<file path="config.mk">
export PLATFORM = sky130hd
export DESIGN_NAME = seq_ctrl
export DESIGN_NICKNAME = d
export VERILOG_FILES = /design/src/rtl/seq_ctrl.sv
export SDC_FILE = /design/constraint.sdc
export NUM_CORES = 1
export LEC_CHECK = 0
export CAP_MARGIN = 20
export CORE_MARGIN = 4
export CORE_UTILIZATION = 50
export DETAILED_ROUTE_END_ITERATION = 7
export PLACE_DENSITY = 0.9
export SLEW_MARGIN = 30
export SYNTH_ARGS = -nofsm -noshare
export SYNTH_HDL_FRONTEND = slang
export SYNTH_SLANG_ARGS = --single-unit
</file>
<file path="constraint.sdc">
create_clock -name clk -period 2.6 [get_ports clk]
set_clock_uncertainty 0.2 [all_clocks]
set_input_delay 0.52 -clock clk [delete_from_list [all_inputs] [get_ports clk]]
set_output_delay 0.52 -clock clk [all_outputs]
set_load 0.03 [all_outputs]
</file>
<file path="src/rtl/seq_ctrl.sv">
// Multi-cycle RV32I sequencer: walks fetch/decode/execute/memory/writeback over one
// shared memory port, raises register-enable strobes, counts retirements and traps.
module seq_ctrl #(
   parameter int unsigned WAIT_MAX = 255
) (
   input  logic        clk,
   input  logic        rst,
   input  logic        run,
   input  logic        op_illegal,
   input  logic        dmem_read,
   input  logic        dmem_write,
   input  logic        reg_wen_dec,
   input  logic        mem_ready,
   output logic        mem_req,
   output logic        mem_we,
   output logic        mem_sel_data,
   output logic        ir_wen,
   output logic        pc_wen,
   output logic        rf_wen,
   output logic        trap,
   output logic [1:0]  trap_cause,
   output logic [2:0]  state,
   output logic [31:0] retired
);

   localparam int CW = $clog2(WAIT_MAX + 1);
   localparam logic [CW-1:0] WAIT_LAST = CW'(WAIT_MAX);

   typedef enum logic [2:0] {
      S_IDLE   = 3'd0,
      S_FETCH  = 3'd1,
      S_DECODE = 3'd2,
      S_EXEC   = 3'd3,
      S_MEM    = 3'd4,
      S_WB     = 3'd5,
      S_TRAP   = 3'd6
   } state_t;

   state_t        state_r;
   state_t        state_next_s;
   logic [CW-1:0] wait_r;
   logic [CW-1:0] wait_next_s;
   logic          trap_r;
   logic [1:0]    trap_cause_r;
   logic [1:0]    cause_next_s;
   logic [31:0]   retired_r;
   logic          retire_s;

   // State, wait counter, sticky trap and retire counter.
   always_ff @(posedge clk or posedge rst) begin
      if (rst) begin
         state_r      <= S_IDLE;
         wait_r       <= '0;
         trap_r       <= 1'b0;
         trap_cause_r <= 2'd0;
         retired_r    <= 32'd0;
      end else begin
         state_r <= state_next_s;
         wait_r  <= wait_next_s;
         // cause_next_s is non-zero only on the transition into TRAP
         if (cause_next_s != 2'd0) begin
            trap_r       <= 1'b1;
            trap_cause_r <= cause_next_s;
         end
         if (retire_s) begin
            retired_r <= retired_r + 32'd1;
         end
      end
   end

   // Next-state decode and strobe generation; the wait counter is zero unless stalling.
   always_comb begin
      state_next_s = state_r;
      wait_next_s  = '0;
      cause_next_s = 2'd0;
      retire_s     = 1'b0;
      mem_req      = 1'b0;
      mem_we       = 1'b0;
      mem_sel_data = 1'b0;
      ir_wen       = 1'b0;
      pc_wen       = 1'b0;
      rf_wen       = 1'b0;
      case (state_r)
         S_IDLE: begin
            if (run) begin
               state_next_s = S_FETCH;
            end else begin
               state_next_s = S_IDLE;
            end
         end
         S_FETCH: begin
            mem_req = 1'b1;
            if (mem_ready) begin
               ir_wen       = 1'b1;
               state_next_s = S_DECODE;
            end else if (wait_r == WAIT_LAST) begin
               state_next_s = S_TRAP;
               cause_next_s = 2'd2;
            end else begin
               wait_next_s = wait_r + CW'(1);
            end
         end
         S_DECODE: begin
            if (op_illegal) begin
               state_next_s = S_TRAP;
               cause_next_s = 2'd1;
            end else begin
               state_next_s = S_EXEC;
            end
         end
         S_EXEC: begin
            if (dmem_read || dmem_write) begin
               state_next_s = S_MEM;
            end else begin
               state_next_s = S_WB;
            end
         end
         S_MEM: begin
            mem_req      = 1'b1;
            mem_sel_data = 1'b1;
            mem_we       = dmem_write;
            if (mem_ready) begin
               if (dmem_write) begin
                  pc_wen       = 1'b1;
                  retire_s     = 1'b1;
                  state_next_s = run ? S_FETCH : S_IDLE;
               end else begin
                  state_next_s = S_WB;
               end
            end else if (wait_r == WAIT_LAST) begin
               state_next_s = S_TRAP;
               cause_next_s = 2'd3;
            end else begin
               wait_next_s = wait_r + CW'(1);
            end
         end
         S_WB: begin
            rf_wen       = reg_wen_dec;
            pc_wen       = 1'b1;
            retire_s     = 1'b1;
            state_next_s = run ? S_FETCH : S_IDLE;
         end
         S_TRAP: begin
            state_next_s = S_TRAP;
         end
         default: begin
            // Corrupted encoding: fail safe into TRAP as an illegal condition
            state_next_s = S_TRAP;
            cause_next_s = 2'd1;
         end
      endcase
   end

   assign state      = state_r;
   assign trap       = trap_r;
   assign trap_cause = trap_cause_r;
   assign retired    = retired_r;

endmodule
</file>
After elaboration in Yosys (flattened, before gate mapping):

Index checks and enable logic that the tools add are counted.

* input bits: 8
* output and inout port bits: 44
* word-level logic and storage cells: 46
* register bits after elaboration: 46

* equality and inequality tests: 7
* $add $sub $neg: 2
* muxes and demuxes: 26
* reduce and logical (&&, ||, !) cells: 6

Operators by type and width (count)
* adder 32 x 1 -> 32 bit (second input constant): 1
* two-way mux 8 bit: 3
* two-way mux 3 bit: 5
* one-hot mux 3 bit (5 select lines): 1
* two-way mux 1 bit: 11
* equality test 3 bit (second input constant): 3
* adder 8 x 1 -> 8 bit (second input constant): 1
* equality test 8 bit (second input constant): 1
* two-way mux 2 bit: 4
* one-hot mux 2 bit (4 select lines): 1
* equality test 3 x 2 -> 1 bit (second input constant): 2
* OR reduction 2 bit: 2
* OR reduction 4 bit: 1
* equality test 3 x 1 -> 1 bit (second input constant): 1
* logical NOT 3 bit: 1
* one-hot mux 1 bit (2 select lines): 1
* nonzero test 2 bit: 1
* logical OR 1 bit: 1

Longest topological paths before layout:

Gate-level depths: netlist (run 1).

* depth after elaboration: 5
* gate-level depth with buffers: 6
* depth with buffers taken out: 5

Least setup slack after synthesis (run 1):

Ideal clock, no wire load.

* path kind: register to output
* start point: register state_r[2] (netlist: state[2])
* end point: output port mem_we
* cell stages (with the launch flop): 6
* required time: 1880 ps
* slack: 152 ps
* path buffers: 2
* arrival: 1728 ps
* cell sequence: dfrtp_1 buf_4 nand2b_1 buf_2 nor2_1 and2_1

* word-level cells in the longest chain between the ends: 2

RTL lines
* start: declaration: RTL line 39 `state_t state_r;`
* start signal: assignment: RTL line 58 `state_r <= state_next_s;`
* equality test 3 bit: RTL line 83 `case (state_r)`
* two-way mux 1 bit: RTL line 83
* end: declaration: RTL line 15 `output logic mem_we,`

Every way passes these cells.

Worst setup path in the final report (run 1):

* start point: input port dmem_write
* end point: output port pc_wen

* word-level cells in the longest chain between the ends: 3

RTL lines
* start: declaration: RTL line 11 `input logic dmem_write,`
* two-way mux 1 bit: RTL line 123 `if (dmem_write) begin`
* two-way mux 1 bit: RTL line 122 `if (mem_ready) begin`
* one-hot mux 1 bit (2 select lines): RTL line 83
* end: declaration: RTL line 18 `output logic pc_wen,`

Every way passes these cells.

==> results of run 1 <==
-- critical path, delay by kind of cell --
kind / cells / cell delay (ps)
buffers and inverters: 3 / 750
and+or+nand+nor: 1 / 110
AOI/OAI and AO/OA: 1 / 410
-- final timing paths --
path,from,endpoint,slack (ps)
max,dmem_write,pc_wen,90
min,trap$_DFFE_PP0P_,trap$_DFFE_PP0P_,280
max reg2reg,wait_r[0]$_DFF_PP0_,trap_cause[1]$_DFFE_PP0P_,610
min reg2reg,trap$_DFFE_PP0P_,trap$_DFFE_PP0P_,280
max in group asynchronous,rst,state[0]$_DFF_PP0_,1330
min in group asynchronous,rst,wait_r[1]$_DFF_PP0_,450
-- power by group --
group	switching [uW]	internal [uW]	leakage [uW]
logic	314	230	0.000643
clock network	239	214	0.0000472
registers	75.0	768	0.000615
total	628	1210	0.00131
-- cell type report --
class | count | area, um^2
fill | 342 | 1380
sequential | 46 | 1150
multi-input combinational | 156 | 1090
timing repair buffer | 61 | 583
clock buffer | 6 | 82.6
tap | 52 | 65.1
inverter | 6 | 22.5
clock inverter | 2 | 12.5
-- cell families (layout without fill, tap and decap cells) --
family,count (synthesis),in the layout,share of synthesized area [%]
muxes,1,1,0.493
buffers and inverters,10,75,1.92
AOI/OAI and AO/OA,16,16,4.66
xor gates and xnor gates,37,37,14.2
DFF,46,46,50.4
adders and majority gates,2,2,1.10
and+or+nand+nor,100,100,27.2
-- layer usage --
metal,global-route usage [%],routed length (um)
met5,0,0
met4,6.41,70
met3,4.22,243
met2,34.1,2480
met1,23.5,2080
-- what timing repair did --
action                                  4_1_cts  5_1_grt
endpoints found under the setup margin        2        2
gates resized for setup                       3        2
pin swaps                                     0        0
-- synth_stat cells, drive strengths merged --
| library cell | instances |
|---|---|
| clkbuf | 1 |
| o41a | 1 |
| ha | 2 |
| nor3b | 1 |
| o21ai | 6 |
| a221oi | 1 |
| and3 | 6 |
| nand4b | 2 |
| nor4 | 2 |
| mux2 | 1 |
| nand2b | 5 |
| o22ai | 2 |
| nand3 | 11 |
| a21o | 2 |
| nand4 | 20 |
| a22oi | 1 |
| a21oi | 2 |
| or3 | 4 |
| nand2 | 14 |
| nor4b | 2 |
| o211ai | 1 |
| inv | 6 |
| dfrtp | 46 |
| xor2 | 9 |
| nor2 | 18 |
| buf | 3 |
| nor3 | 6 |
| xnor2 | 28 |
| and4 | 3 |
| and2 | 6 |
-- registers in the layout, summed over array words and instances, names as in the netlist --
| signal | count |
|---|---|
| wait_r | 8 |
| retired | 32 |
| trap | 1 |
| trap_cause | 2 |
| state | 3 |
-- through the flow --
step / util [%] / instance area [um^2] / setup WS [ps]
2_1_floorplan: - / 2280 / 152
3_3_place_gp: 66.3 / 2910 / 92.3
3_5_place_dp: 66.3 / 2910 / 76.0
4_1_cts: 68.4 / 3000 / 29.1
5_1_grt: 68.6 / 3010 / 19.6
6_report: 68.6 / 3010 / 87.6
==> summary.md, run 1 <==
| Metric | Value |
|---|---|
| Status | finished, final reports clean |
| Syn avg cell area | 10.8 um^2 |
| PwrDens | slightly above 600 nW/um^2 |
| Cell repeated most along the worst path | buf_4 |
| Critical path capture point type | primary output |
| Final Hold Viols | 0 |
| CTS Hold Bufs | 0 |
| Num ports | 52 |
| Slowest-stage cell, CP | clkdlybuf4s50_1 |
| Layout area overhead | 31.7% |
| Slew Limit Fails | 0 |
| Crit path launch type | input port |
| Share of layout cells above drive strength 1 | 12.3% |
| # setup viols final | 0 |
| Aggregate global-route resource usage | 19.4% |
| Power, Total | 1840 uW |
| Synth area leaders | dfrtp_1 (50%), xnor2_1 (11%), nand4_1 (4.9%) |
| DRT iter0 DRCs | 75 |
| Synth unique cells | 39 |
| Reg2reg path depth | 5 |
| Synth warn | 0 |
| CTS max path bufs | 2 |
| Diodes inserted | 0 |
| Synthesized cell area | 2280 um^2 |
| DRC | 0 |
| TritonCTS Buffers | 5 |
| Post-Place Cells | 321 |
| Slew @ Worst Pin | 575 ps |
| DR WL/cell | 14.8 um |
| Yosys reg bits | 46 |
| Worst Path Required | 1880 ps |
| Final GP Congestion | between 0.8 and 0.9 |
| RSZ-0062 raised after global routing | false |
| Worst path max stage delay | 410 ps |
| Worst-path clk slew | ~80 ps |
| Height of the die | 75.6 um |
| Final ANT Viol Nets | 0 |
| Max frequency | 0.398 GHz |
| P_leak | approximately 0.0013 uW |
| Crit-path cells | clkdlybuf4s50_1 > buf_4 > a21oi_2 > nor2_2 > buf_4 |
| Die W | 75.6 um |
| CTS tree | yes |
| Peak fanout along the critical path | 7 |
| Core ar. | between 4000 and 5000 um^2 |
| Worst hold slack | 278 ps |
| Clock Sinks | 46 |
| Initial Util | 52.1% |
| Buffers added on ports | between 50 and 60 |
| Max Cap Viol | 0 |
| Fin cells | 329 |
| First-pass DRT Iterations | 4 |
| Largest net degree at the start of global routing | 47 |
| Syn Inst Count | 212 |
| Worst slew margin | 61.5% |
| Most frequent cells in the layout | clkdlybuf4s50_1 (45), dfrtp_1 (45), xnor2_1 (28) |
| Fin nets | between 200 and 300 |
| Final HPWL DP | 3590 um |
| Worst Hold Class | reg2reg |
| Num rows | 24 |
| Seq/Total Area, Yosys | 50.4% |
| Total gr overflow | 0 |
| Setup TNS | 0 ps |
| CP arrival | 1790 ps |
| Fin crit period | 2510 ps |
| Vias per std cell | roughly 5.4 |
| Min-Delay Path Depth | 1 |
| Clock Root Buffer | clkbuf_8 |
| Via count | 1,792 |
| Initial antenna violation count | 0 |
| Cell taking the most area after synthesis | dfrtp_1 |
| Clock Latency Late Sink | ~300 ps |
| H-Tree Depth | 2 |
| Detailed Route WL | 4870 um |
| Number of global-route vias before repair | ~1,900 |
| First-pass GRT wire length | ~8400 um |
| Yosys top cell area share | 50.4% |
| Maximum vdd drop | 0.391 mV |
| Die area | ~5700 um^2 |
| Period utilization | a little over nine tenths |
| Syn_nets | 222 |
| Critical path type | in2out |
| Post-CTS setup repair buffer count | 0 |
Power figures use the tool's default switching activity.
==> run 2, diff against run 1 <==
Settings changed: CORE_UTILIZATION 50 to 45, PLACE_DENSITY 0.9 to 0.86.
Clock period 2.6 ns to 2.2 ns, I/O delays scaled along.
==> run 2 against run 1 <==
Against the previous run:
- combinational power up 29%
- sequential share of layout area down 1.8 points
- die area up 9.9%
- largest cell class unchanged
==> summary.md, run 2 (same netlist as run 1, synthesis figures left out) <==
| Metric | Value |
|---|---|
| Period utilization | 96.8% |
| Core ar. | 4820 um^2 (was 4380 um^2) |
| Clock Sinks | 46 (unchanged) |
| Die area | 6280 um^2 (was 5710 um^2) |
| Max FFs per register | 32 (unchanged) |
| Slowest-stage cell, CP | clkdlybuf4s50_1 (unchanged) |
| Fill cell count | 399 (was 342) |
| DRT iter0 DRCs | 140 (was 75) |
| Share of layout cells above drive strength 1 | 18.5% (was 12.3%) |
| Vias per std cell | 5.34 (was 5.45) |
| # setup viols final | 0 (unchanged) |
| Initial Util | 47.4% (was 52.1%) |
| Initial antenna violation count | 0 (unchanged) |
| Via count | 1,886 (was 1,792) |
| Number of global-route vias before repair | 1,925 (was 1,883) |
| Status | finished, final reports clean (unchanged) |
| Critical path type | reg2out (was in2out) |
| First-pass DRT Iterations | 4 (unchanged) |
| Buffers added on ports | 51 (unchanged) |
| CTS max path bufs | 2 (unchanged) |
| Top delay family on crit path | buffers and inverters (unchanged) |
| Worst Hold Class | in2async (was reg2reg) |
| Worst slew margin | 60.5% (was 61.5%) |
| Fin crit period | ~2100 ps |
| Most frequent cells in the layout | dfrtp_1 (45), clkdlybuf4s50_1 (41), xnor2_1 (28) (was clkdlybuf4s50_1 (45), dfrtp_1 (45), xnor2_1 (28)) |
| Final GP Congestion | 0.838 (was 0.806) |
| CP arrival | 1490 ps (was 1790 ps) |
| Height of the die | 79.2 um (was 75.6 um) |
| Clock Root Buffer | clkbuf_8 (unchanged) |
| Aggregate global-route resource usage | 17.9% (was 19.4%) |
| R2R Path Start | state[1]$_DFF_PP0_ (was wait_r[0]$_DFF_PP0_) |
| P_leak | 0.00137 uW (was 0.00131 uW) |
| Num rows | 25 (was 24) |
| Num ports | 52 (unchanged) |
| CTS tree | yes (unchanged) |
| Switching part of the total | 33.5% (was 34.1%) |
| Maximum vdd drop | 0.445 mV (was 0.391 mV) |
| Die W | 79.2 um (was 75.6 um) |
| Worst-path clk slew | 90 ps (was 80 ps) |
| RSZ-0062 raised after global routing | false (unchanged) |
| Max frequency | 0.470 GHz |
| Layout area overhead | 38.3% (was 31.7%) |
| Peak fanout along the critical path | 6 (was 7) |
| DRC | 0 (unchanged) |
| Clock Power Share | 27.2% (was 24.6%) |
| Flop2flop setup slack | 170 ps (was 610 ps) |
| Largest net degree at the start of global routing | 24 (was 47) |
| Critical path capture point type | primary output (unchanged) |
| Flop pwr share | 42.7% (was 45.8%) |
| Switch Pwr | 781 uW (was 628 uW) |
| Total gr overflow | 0 (unchanged) |
| TritonCTS Buffers | 5 (unchanged) |
| Crit-path cells | clkdlybuf4s50_1 (was clkdlybuf4s50_1 > buf_4 > a21oi_2 > nor2_2 > buf_4) |
| Layout Cell Area excl Fill | 3160 um^2 (was 3010 um^2) |
| Worst path max stage delay | 720 ps (was 410 ps) |
| H-Tree Depth | 2 (unchanged) |
| DR WL/cell | 14.6 um (was 14.8 um) |
| Final ANT Viol Nets | 0 (unchanged) |
| Critical Path Start | retired[18]$_DFFE_PP0P_ (was dmem_write) |
| Commonest non-fill, non-tap cell in the layout | dfrtp_1 |
| Crit path buf inv count | 1 (was 3) |
| Diodes inserted | 0 (unchanged) |
| Slew Limit Fails | 0 (unchanged) |
| R2r endpoint | retired[9]$_DFFE_PP0P_ (was trap_cause[1]$_DFFE_PP0P_) |
| Setup TNS | 0 ps (unchanged) |
| Max Cap Viol | 0 (unchanged) |
| P_int | 1550 uW (was 1210 uW) |
| Clock Latency Late Sink | 300 ps (about the same) |
| Reg2reg path depth | 5 (unchanged) |
| Slew @ Worst Pin | 589 ps (was 575 ps) |
| Worst hold slack | 228 ps (was 278 ps) |
| Fin nets | 295 (was 286) |
| CTS Hold Bufs | 0 (unchanged) |
| Detailed Route WL | 5150 um (was 4870 um) |
| Final HPWL DP | 3780 um (was 3590 um) |
| Final Hold Viols | 0 (unchanged) |
| First-pass GRT wire length | 8940 um (was 8440 um) |
| Worst Path Required | 1560 ps (was 1880 ps) |
| Comb power frac | 30.1% (was 29.6%) |
| Placed Area | 2970 um^2 (was 2910 um^2) |
| PwrDens | 739 nW/um^2 (was 612 nW/um^2) |
| Crit path launch type | flip-flop (was input port) |
## run 2: power by group through the flow
stage          registers, uW  clock network (uW)  logic (uW)
2_1_floorplan           1110                   0         296
3_3_place_gp            1000                   0         648
3_5_place_dp            1010                   0         665
4_1_cts                  993                 642         669
5_1_grt                 1010                 677         753
6_report                 995                 635         701
## run 2: worst max-delay path by stage
stage / slack (ps) / cells after the start / end
after floorplan: 8 / 3 / ir_wen
after global placement: -70 / 4 / pc_wen
after detailed placement: -110 / 4 / pc_wen
after CTS: 5 / 4 / pc_wen
after global routing: 10 / 1 / retired[2]
final: 70 / 1 / retired[18]
## run 2: area by class of cell
cell class / count / area, um^2 / area share, %
timing repair buffer: 70 / 657 / 20.8
inverter: 6 / 22.5 / 0.714
clock buffer: 5 / 68.8 / 2.18
multi-input combinational: 156 / 1130 / 35.7
clock inverter: 3 / 45.0 / 1.43
tap: 67 / 83.8 / 2.66
sequential: 46 / 1150 / 36.5
## run 2: through the flow
step / utilization (%) / total power [uW] / std cells / setup WS, ps
after detailed placement: 61.6 / 1670 / 341 / -111
after global routing: 65.5 / 2440 / 353 / 10.3
after CTS: 64.2 / 2300 / 349 / 4.63
after global placement: 61.6 / 1650 / 341 / -68.8
after floorplan: - / 1400 / 212 / 8.49
final: 65.5 / 2330 / 353 / 71.2
## run 2: metal layers
| layer | vias up | wire, um | track usage [%] |
|---|---|---|---|
| li1 | 900 | - | - |
| met1 | 915 | 2170 | 22.1 |
| met2 | 59 | 2640 | 30.9 |
| met3 | 12 | 264 | 3.74 |
| met4 | 0 | 74 | 6.53 |
| met5 | - | 0 | 0 |
## run 2: worst reg2reg max path, cell delays in order (launching register included)
cell	delay (ps)
dfrtp_1	380
buf_4	180
nand4b_1	290
nor3_2	490
nand4_1	220
xnor2_1	160
## run 2: repair_timing
item	CTS	global route
resized for setup	4	9
endpoints found under the setup margin	3	6
pin swaps	1	2
setup buffers	0	4
==> run 3, diff against run 2 <==
Settings changed: CORE_ASPECT_RATIO set to 1.25, CORE_MARGIN 4 to unset, GPL_ROUTABILITY_DRIVEN set to 0.
==> run 3 against run 2 <==
Against the previous run:
- utilization shrank 2.4 points
- critical path depth is the same
- clock power shrank 22%
- first-iteration DRC count shrank 44%
- die area shrank 15%
- global-route usage grew 1.6 points
- non-clock buffer count shrank 7
- cell count shrank 4.2%
- via count shrank 3.8%
- setup slack lost 34 ps
- count of clock-buffer cells in the layout is the same
- critical path type unchanged
- critical endpoint unchanged
- largest power group unchanged
- highest routed layer unchanged
==> summary.md, run 3 (same netlist as run 1, synthesis figures left out) <==
| Metric | Value |
|---|---|
| Status | finished, final reports clean (unchanged) |
| Critical path capture point type | primary output (unchanged) |
| Clock Root Buffer | clkbuf_8 (unchanged) |
| Worst slew margin | 65.0% (was 60.5%) |
| Crit path launch type | flip-flop (unchanged) |
| R2R Path Start | wait_r[0]$_DFF_PP0_ (was state[1]$_DFF_PP0_) |
| Met3 GRT Util | 4.44% (was 3.74%) |
| H-Tree Depth | 2 (unchanged) |
| Fin crit period | 2160 ps (was 2130 ps) |
| Critical path type | reg2out (unchanged) |
| Maximum vdd drop | 0.525 mV (was 0.445 mV) |
| Clock Sinks | 46 (unchanged) |
| Most frequent cells in the layout | dfrtp_1 (45), clkdlybuf4s50_1 (41), xnor2_1 (28) (unchanged) |
| Number of global-route vias before repair | 1,759 (was 1,925) |
| Max Cap Viol | 0 (unchanged) |
| Crit path buf inv count | 1 (unchanged) |
| Clock Latency Late Sink | 300 ps (about the same) |
| # setup viols final | 0 (unchanged) |
| Worst Hold Class | in2async (unchanged) |
| Post-route setup slack | 36.9 ps (was 71.2 ps) |
| Worst path max stage delay | 730 ps (was 720 ps) |
| Period utilization | 98.3% (was 96.8%) |
| CTS Hold Bufs | 0 (unchanged) |
| P_leak | 0.00131 uW (was 0.00137 uW) |
| Grt peak-use layer | met2 (unchanged) |
| DR WL/cell | 14.2 um (was 14.6 um) |
| Initial Util | 47.5% (was 47.4%) |
| Top delay family on crit path | buffers and inverters (unchanged) |
| First-pass DRT Iterations | 5 (was 4) |
| Die area | 5360 um^2 (was 6280 um^2) |
| Via count | 1,815 (was 1,886) |
| CTS tree | yes (unchanged) |
| Dpl ws | -155 ps (was -111 ps) |
| CP arrival | 1520 ps (was 1490 ps) |
| Power, Total | 2130 uW (was 2330 uW) |
| R2r endpoint | trap_cause[1]$_DFFE_PP0P_ (was retired[9]$_DFFE_PP0P_) |
| Final Hold Viols | 0 (unchanged) |
| Height of the die | 81.6 um (was 79.2 um) |
| DRT iter0 DRCs | 78 (was 140) |
| GR Util met2 | 34.7% (was 30.9%) |
| Vias per std cell | 5.37 (was 5.34) |
| Core ar. | 4800 um^2 (was 4820 um^2) |
| First-pass GRT wire length | 7950 um (was 8940 um) |
| Reg2reg path depth | 5 (unchanged) |
| Slowest-stage cell, CP | clkdlybuf4s50_1 (unchanged) |
| Share of layout cells above drive strength 1 | 15.1% (was 18.5%) |
| DRC | 0 (unchanged) |
| Final ANT Viol Nets | 0 (unchanged) |
| Peak fanout along the critical path | 6 (unchanged) |
| Total gr overflow | 0 (unchanged) |
| Buffers added on ports | 51 (unchanged) |
| Layout area overhead | 32.8% (was 38.3%) |
| Initial antenna violation count | 0 (unchanged) |
| Slew Limit Fails | 0 (unchanged) |
| Detailed Route WL | 4800 um (was 5150 um) |
| Max FFs per register | 32 (unchanged) |
| RSZ-0062 raised after global routing | false (unchanged) |
| Setup TNS | 0 ps (unchanged) |
| Flop2flop setup slack | 200 ps (was 170 ps) |
| Worst Path Required | 1560 ps (about the same) |
| Worst-path clk slew | 90 ps (about the same) |
| Fin nets | 288 (was 295) |
| CTS max path bufs | 2 (unchanged) |
| GR Util met1 | 23.0% (was 22.1%) |
| Commonest non-fill, non-tap cell in the layout | dfrtp_1 (unchanged) |
| Max frequency | 0.462 GHz (was 0.470 GHz) |
| Aggregate global-route resource usage | 19.5% (was 17.9%) |
| PwrDens | 704 nW/um^2 (was 739 nW/um^2) |
| Num ports | 52 (unchanged) |
| Num rows | 28 (was 25) |
| Largest net degree at the start of global routing | 47 (was 24) |
| Diodes inserted | 0 (unchanged) |
| Crit-path cells | clkdlybuf4s50_1 (unchanged) |
| Final HPWL DP | 3460 um (was 3780 um) |
| Slew @ Worst Pin | 523 ps (was 589 ps) |
| Die W | 65.7 um (was 79.2 um) |
| TritonCTS Buffers | 5 (unchanged) |
==> run 3: timing repair <==
item                       CTS  global route
setup endpoints to repair    5             5
pin swaps                    1             1
buffers inserted             0             1
resized for setup            4             3
==> run 3: final cells by class <==
type | instances | area (um^2)
multi-input cells | 156 | 1100
repair buffers | 63 | 601
inverters | 6 | 22.5
clock inverters | 2 | 10.0
well taps | 60 | 75.1
fillers | 383 | 1770
clock buffers | 5 | 68.8
flip-flops and latches | 46 | 1150
==> run 3: power breakdown <==
group | internal, uW | switching, uW
logic | 270 | 364
clock network | 214 | 283
registers | 907 | 96.8
==> run 3: layer usage <==
| layer | vias up | part of all wire, % |
|---|---|---|
| li1 | 878 | - |
| met1 | 888 | 43 |
| met2 | 43 | 50 |
| met3 | 6 | 4.9 |
| met4 | 0 | 1.4 |
| met5 | - | 0 |
==> run 3: worst register-to-register path: cells and delay by family (launching register included) <==
family	cells	cell delay (ps)
AOI/OAI and AO/OA	2	520
adders and majority gates	1	220
DFF	1	400
and+or+nand+nor	2	560
==> run 3: worst max path at each step <==
stage	startpoint	end	cells past startpoint
detailed placement	dmem_write	retired[13]$_DFFE_PP0P_	5
CTS	mem_ready	ir_wen	5
global route	retired[18]$_DFFE_PP0P_	retired[18]	1
finish	retired[18]$_DFFE_PP0P_	retired[18]	1
global placement	dmem_write	pc_wen	4
floorplan	state[2]$_DFF_PP0_	ir_wen	3
==> run 3: stage by stage <==
stage                     cells  instance area [um^2]  util, %  hold WS, ps
after floorplan             212                  2290        -          248
after global placement      330                  2930     61.1          256
after detailed placement    330                  2930     61.1          268
after CTS                   337                  3020     62.9          273
after global routing        338                  3030     63.1          306
final                       338                  3030     63.1          263
==> RTL edit, RTL diff (flow settings as in run 2) <==
Change the parameter `WAIT_MAX` from 255 to 510.
--- a/src/rtl/seq_ctrl.sv
+++ b/src/rtl/seq_ctrl.sv
@@ -1,7 +1,7 @@
 // Multi-cycle RV32I sequencer: walks fetch/decode/execute/memory/writeback over one
 // shared memory port, raises register-enable strobes, counts retirements and traps.
 module seq_ctrl #(
-   parameter int unsigned WAIT_MAX = 255
+   parameter int unsigned WAIT_MAX = 510
 ) (
    input  logic        clk,
    input  logic        rst,
Formal check against the unedited RTL: no difference found for any inputs over 10 cycles, from zero or initial values and one cycle with rst high; that may be too few to reach the edited logic, so the function may still have changed.
==> RTL edit against run 2 <==
- first-iteration DRC count increased by 5.7%
- wire length increased by 6.1%
- sequential cell count increased by 1
- critical path depth increased by 4
- non-clock buffer count decreased by 4
- final area increased by 2.8%
- synthesized area increased by 5.3%
- setup slack got worse by 0.034 ns
- die area increased by 4.7%
- largest cell class is now multi-input gates
Power is not compared: it rests on default switching activity, and its combinational part moved more than twofold at a synthesized area within 25%.
==> RTL edit: results (changes against run 2) <==
post-synthesis mux area share=0.004688 (-0.0002467); status=finished clean; Starting Density=0.4674 (-0.006386); ranking of synthesized cells by area=dfrtp_1 49%, xnor2_1 8.8%, nand4_1 6.5%; vias in the first global route=1,974 (+2.5%); detailed-route vias per instance=5.492 (+2.8%); Synth Net Count=248 (+12%); IO Port Bufs=51 (unchanged); Worst-Margin Slew=0.5119 ns (-0.07717 ns); FMAX=462.3 MHz (-1.6%); crit path to=pc_wen; initial DRC count=148 (+5.7%); global-route wire length before repair=9.252 mm (+3.5%); post-synthesis compound-gate area fraction=0.05417 (+0.007566); Hold Crit Class=in2async; R2R cell count=4 (-1); final hold slack=0.2794 ns (+0.05104 ns); Nets=314 (+6.4%); htree depth=2 (unchanged); adder-cell share of the synthesized area=0.01563 (+0.004660); clock-pin transition on the worst setup and hold timing paths=0.08 ns; Arr. time, crit path=1.52 ns (+0.03 ns); Async SR Flop Fraction=1.000 (unchanged); Post-CTS Setup Inserts=0 (unchanged); Largest register FFs=32 (unchanged); post-DP HPWL=4.005 mm (+6.0%); R2R Path End=retired[27]$_DFFE_PP0P_; xor and xnor fraction of the mapped netlist area=0.1385 (-0.003454); largest net degree at the start of global routing=48 (+100%); sequential-to-total area share from yosys stat=0.4896 (-0.01480); DR WL/cell=14.60 um (+0.10%); Worst R2R Setup Slack=0.20 ns (+0.03 ns); Commonest cells post-synth=47 x dfrtp_1, 25 x nand4_1, 24 x xnor2_1, 18 x nor2_1; Netlist cell types=41 (+5.1%); initial antenna violation count=0 (unchanged); drc violations=0 (unchanged); antenna cells=0 (unchanged); CP Launch Point=dmem_write; clock insertion delay at the later pin of the skew report=0.30 ns (about the same); root buffer cell=clkbuf_8; RePlAce Congestion=0.8026 (-4.2%); layout cells sized above 1=0.1447 (-0.04058); Crit Path Max Fanout=7 (+1); total track usage=0.1794 (+0.0002369); LEAKAGE=0.001363 uW; reg2reg start=retired[14]$_DFFE_PP0P_; worst slack, placed=-0.1928 ns (-0.08186 ns)
==> RTL edit: cell count changes after synthesis, moves of 3 or more <==
cell	delta
xnor2_1	-4
nand4_1	+7
nor4_1	+10
or3_1	-3
inv_1	+5
xor2_1	+5
nand2b_1	-3
==> RTL edit: repair_timing <==
| item | CTS | global route |
|---|---|---|
| resized for setup | 3 | 6 |
| cloned | 0 | 0 |
| endpoints found under the setup margin | 3 | 5 |
| pin swaps | 1 | 0 |
==> RTL edit: metrics by stage <==
| step | cell area, um2 | std cells |
|---|---|---|
| final | 3243 | 374 |
| after global routing | 3243 | 374 |
| after CTS | 3221 | 374 |
| after detailed placement | 3110 | 366 |
| after global placement | 3110 | 366 |
| after floorplan | 2441 | 237 |
==> RTL edit: final cells by class <==
cell class	instances	area [um2]
timing repair buffer	66	633.1
inverter	11	41.29
tap	70	87.58
multi-input combinational	172	1202
clock buffer	8	100.1
sequential	47	1179
fill	456	1897
==> RTL edit: kinds of logic after synthesis <==
family | after synthesis
flip-flops | 47
multiplexers | 1
adder cells (fa/ha/maj) | 3
AND/OR/NAND/NOR | 110
buffers and inverters | 18
XOR/XNOR | 38
AO/OA/AOI/OAI | 20
==> RTL edit: power breakdown <==
group / switching, uW / internal (uW) / leakage (uW)
Combinational: 144 / 109 / 0.000699
Clock: 275 / 287 / 0.0000515
Sequential: 67.9 / 899 / 0.000613
==> RTL edit: metal layers <==
layer,GRT usage,up-vias,wire length [um]
met5,0,-,0
li1,-,990,-
met2,0.2972,61,2624
met1,0.2300,996,2413
met3,0.04767,7,367
met4,0.05405,0,55
==> RTL edit: critical path, cell delays in order <==
cell             delay [ns]
clkdlybuf4s50_1        0.43
a21oi_2                0.22
buf_4                  0.21
nor2_4                 0.06
buf_4                  0.16
